[src/rtl/core_pkg.sv]
// core_pkg: shared ISA widths, ImmSrc encodings and the immediate-extend rule
package core_pkg;
  localparam int INSTR_IMM_W = 24;
  localparam int XLEN = 32;
  typedef enum logic [1:0] {
    IMM8     = 2'b00,
    IMM12    = 2'b01,
    IMM24_BR = 2'b10,
    IMM_RSVD = 2'b11
  } imm_src_e;
  // Reserved encoding yields zero so the datapath never sees X
  function automatic logic [XLEN-1:0] extend_imm(input logic [INSTR_IMM_W-1:0] instr,
                                                 input logic [1:0] src);
    case (imm_src_e'(src))
      IMM8:     extend_imm = {24'b0, instr[7:0]};
      IMM12:    extend_imm = {20'b0, instr[11:0]};
      IMM24_BR: extend_imm = {{6{instr[23]}}, instr, 2'b00};
      default:  extend_imm = '0;
    endcase
  endfunction
endpackage

[src/rtl/extend.sv]
// extend: immediate extender with a registered copy and valid/illegal flags
module extend
  import core_pkg::*;
(
  input  logic                   clk,
  input  logic                   rst_n,
  input  logic [INSTR_IMM_W-1:0] Instr,
  input  logic [1:0]             ImmSrc,
  input  logic                   in_valid,
  output logic [XLEN-1:0]        ExtImm,
  output logic [XLEN-1:0]        ExtImm_q,
  output logic                   valid_q,
  output logic                   illegal,
  output logic                   illegal_q
);
  logic [XLEN-1:0] ext_imm_d;
  logic            valid_d;
  logic            illegal_d;
  // Zero-latency extend path plus next-state for the registered copy
  always_comb begin
    ExtImm    = extend_imm(Instr, ImmSrc);
    illegal   = ImmSrc == IMM_RSVD;
    ext_imm_d = in_valid ? ExtImm : ExtImm_q;
    valid_d   = in_valid;
    illegal_d = in_valid & illegal;
  end
  // Registered stage; held value survives invalid cycles, reset clears at once
  always_ff @(posedge clk or negedge rst_n) begin
    if (!rst_n) begin
      ExtImm_q  <= '0;
      valid_q   <= 1'b0;
      illegal_q <= 1'b0;
    end else begin
      ExtImm_q  <= ext_imm_d;
      valid_q   <= valid_d;
      illegal_q <= illegal_d;
    end
  end
endmodule

[config.mk]
export PLATFORM = sky130hd
export DESIGN_NAME = extend
export DESIGN_NICKNAME = d
export VERILOG_FILES = /design/src/rtl/core_pkg.sv /design/src/rtl/extend.sv
export SDC_FILE = /design/constraint.sdc
export NUM_CORES = 1
export LEC_CHECK = 0
export BUFFER_PORTS_ARGS = -buffer_cell sky130_fd_sc_hd__buf_2
export CAP_MARGIN = 0
export CORE_ASPECT_RATIO = 1.1
export CORE_MARGIN = 10
export CORE_UTILIZATION = 38
export CTS_CLUSTER_SIZE = 8
export DETAILED_ROUTE_END_ITERATION = 16
export PLACE_DENSITY = 0.76
export SLEW_MARGIN = 10
export SYNTH_ARGS = -nofsm -noshare
export SYNTH_HDL_FRONTEND = slang
export SYNTH_SLANG_ARGS = --single-unit
[constraint.sdc]
create_clock -name clk -period 1.32 [get_ports clk]
set_clock_uncertainty 0.1 [all_clocks]
set_input_delay 0.264 -clock clk [delete_from_list [all_inputs] [get_ports clk]]
set_output_delay 0.264 -clock clk [all_outputs]
set_load 0.05 [all_outputs]
==> flow_metrics.py <==
metrics = {
    "synth": {
        "yosysTopAreaCell": "dfrtp_1",
        "synth_edf_count": 0,
        "yosysSeqAreaShare_pct": 46.6,
        "yosys.area.top_type_share_pct": 46.6,
        "syn_inst": 150,
        "synth_async_sr_flop_share_pct": 100,
        "ys.warnings.count": 0,
        "ys_types": 19,
        "synth_commonest_cells": "dfrtp_1, buf_4, and2_1, nor2b_1, nand3b_1",
        "ys_ff_latch": 28,
        "syn-num-nets": 179,
        "synth_area_leaders": "dfrtp_1, buf_4, nand3b_1",
        "syn_area_mm2": 0.00150,
        "synth_ff_type": "dfrtp_1",
        "yosysMostFrequentCell": "dfrtp_1",
        "syn_avg_cell_area_um2": 10.0,
    },
    "sta": {
        "period_needed_ns": 1.40,
        "hold_viol": 0,
        "fmax_ghz": 0.716,
        "setup_ws_ns": -0.0765,
        "hold_slack_ns": 0.128,
        "tightest_slew_ns": 0.343,
        "finalSetupViolations": 31,
        "post-route-period-util_pct": 106,
        "relSlewSlack_pct": 77.1,
        "fin_setup_tns_ns": -1.00,
        "maxSlewViolCount": 0,
        "rsz0062_at_grt": "true",
    },
    "pwr": {
        "p_per_area_mw_per_mm2": 982,
        "p_leak_nw": 1.31,
        "irDropWorstVdd_v": 0.000472,
    },
    "cts": {
        "cts_tree": "done",
        "cts.reportedPaths.clkPinSlew_ns": 0.09,
        "clockBufferDepth": 2,
        "clock_sinks": 28,
        "htree_levels": 1,
        "clockRootBuffer": "clkbuf_8",
        "cts_made_buffers": 3,
        "worstSkewPairLatency_ns": 0.27,
    },
    "floorplanning": {
        "dieArea_mm2": 0.00687,
        "rows": 23,
        "boundaryPins": 96,
        "die_width_um": 80.0,
        "floorplan.initialDensity_pct": 40.2,
        "die_h_um": 86.0,
        "core_mm2": 0.00374,
    },
    "critical_path": {
        "crit_fanout": 12,
        "cp-end-kind": "output pin",
        "arrival_ns": 1.03,
        "reg2regPathDepth": 2,
        "crit_required_ns": 0.96,
        "path_class": "primary input to output pin",
        "cp-start-kind": "primary input",
        "r2r_setup_slack_ns": 0.24,
    },
    "detailed_routing": {
        "wl_met1_um": 1960,
        "drc": 0,
        "ant_nets": 0,
        "top_layer": "met4",
        "drt-wirelength-per-cell_um": 16.0,
        "via_per_inst": 4.82,
        "drt-initial-drc-count": 30,
        "vias": 1464,
        "wl_met2_um": 2200,
        "wl_met3_um": 673,
        "routed_wl_um": 4850,
        "dr.pass1.iters": 3,
    },
    "flow_run": {
        "cap_viol_max_count": 0,
    },
    "final_layout": {
        "ff_latch_area_um2": 702,
        "syn_to_final_growth_pct": 65.4,
        "final_nets": 284,
        "fillers": 292,
        "multi_input_area_um2": 689,
        "diodes": 0,
        "drive_gt1_share_pct": 61.4,
    },
    "status": {
        "violations": "negative setup slack",
        "outcome": "finished with violations",
    },
    "placed_design": {
        "dp_hpwl_um": 3430,
        "preCtsSetupSlack_ns": -0.189,
        "routabilityCongestion": 0.753,
        "port_buffers": 95,
    },
    "global_route": {
        "grt_pass1_wl_um": 7630,
        "grt_usage_pct": 13.4,
        "grt_max_degree": 28,
        "grt_pass1_vias": 1525,
        "antenna_found_initial": 0,
        "overflow": 0,
    },
    "hold_path": {
        "hold_path_class": "primary input to flip-flop",
        "hold_depth": 2,
    },
}
==> cells in the final DEF (no fill, tap or decap), drive strengths merged <==
cell type | Yosys | routed
a31o | 14 | 14
a31oi | 10 | 10
nor2 | 10 | 10
and3 | 1 | 1
mux2 | 2 | 2
dlygate4sd3 | 0 | 1
nand2 | 10 | 10
nand3b | 14 | 14
dfrtp | 28 | 28
nor2b | 16 | 16
clkbuf | 2 | 7
and2 | 15 | 15
nand2b | 6 | 6
buf | 21 | 119
and2b | 1 | 1
==> routing by layer <==
metal | vias to the layer above | track usage, %
met5 | - | 0
met2 | 74 | 22.0
met3 | 2 | 6.89
met1 | 678 | 15.0
met4 | 0 | 3.37
li1 | 710 | -
==> kinds of logic after synthesis <==
logic type	synth area share [%]
AOI/OAI and AO/OA	12.3
buffers and inverters	11.1
DFF	46.6
muxes	1.50
and+or+nand+nor	28.5
==> path summary, 6_finish.rpt <==
path / startpoint / to
max in group asynchronous: rst_n / ExtImm_q[1]
setup / recovery: ImmSrc[1] / ExtImm[27]
hold reg to reg: ExtImm_q[0] / ExtImm_q[0]
setup reg to reg: ExtImm_q[30] / ExtImm_q[30]
min in group asynchronous: rst_n / ExtImm_q[17]
hold / removal: Instr[15] / ExtImm_q[17]
==> where the power goes <==
part	internal (W)	switching [W]
Clock	0.000216	0.000251
Combinational	0.000349	0.000670
Sequential	0.000920	0.0000352
Total	0.00149	0.000956
==> registers in the layout, indices dropped and copies added, names as in the netlist <==
| signal | cells |
|---|---|
| illegal_q | 1 |
| valid_q | 1 |
| ExtImm_q | 26 |
==> worst max-delay path, cell delays in order <==
cell and delay (ns):
buf_8 0.08, nor2b_4 0.17, buf_12 0.14, and2_4 0.17, buf_4 0.20
==> through the flow <==
stage	power, W	util [%]	instances	area [um2]
finish	0.00244	66.4	304	2480
global route	0.00258	66.4	304	2480
CTS	0.00245	64.6	303	2420
detailed placement	0.00187	56.1	293	2100
global placement	0.00186	56.1	293	2100
floorplan	0.00163	-	150	1580
==> final cells by class <==
cell class / instances / area share [%]
Multi-Input combinational cell: 99 / 27.7
Clock buffer: 4 / 1.81
Sequential cell: 28 / 28.2
Timing Repair Buffer: 123 / 39.7
Tap cell: 50 / 2.52
==> timing repair <==
| item | 4_1_cts | 5_1_grt |
|---|---|---|
| gates cloned | 1 | 0 |
| endpoints found under the setup margin | 38 | 40 |
| hold endpoints to repair | 14 | 0 |
| pin swaps | 3 | 6 |
| hold buffers | 1 | 0 |
| gates resized for setup | 65 | 20 |
| setup buffers | 4 | 2 |
Power figures use the tool's default switching activity.
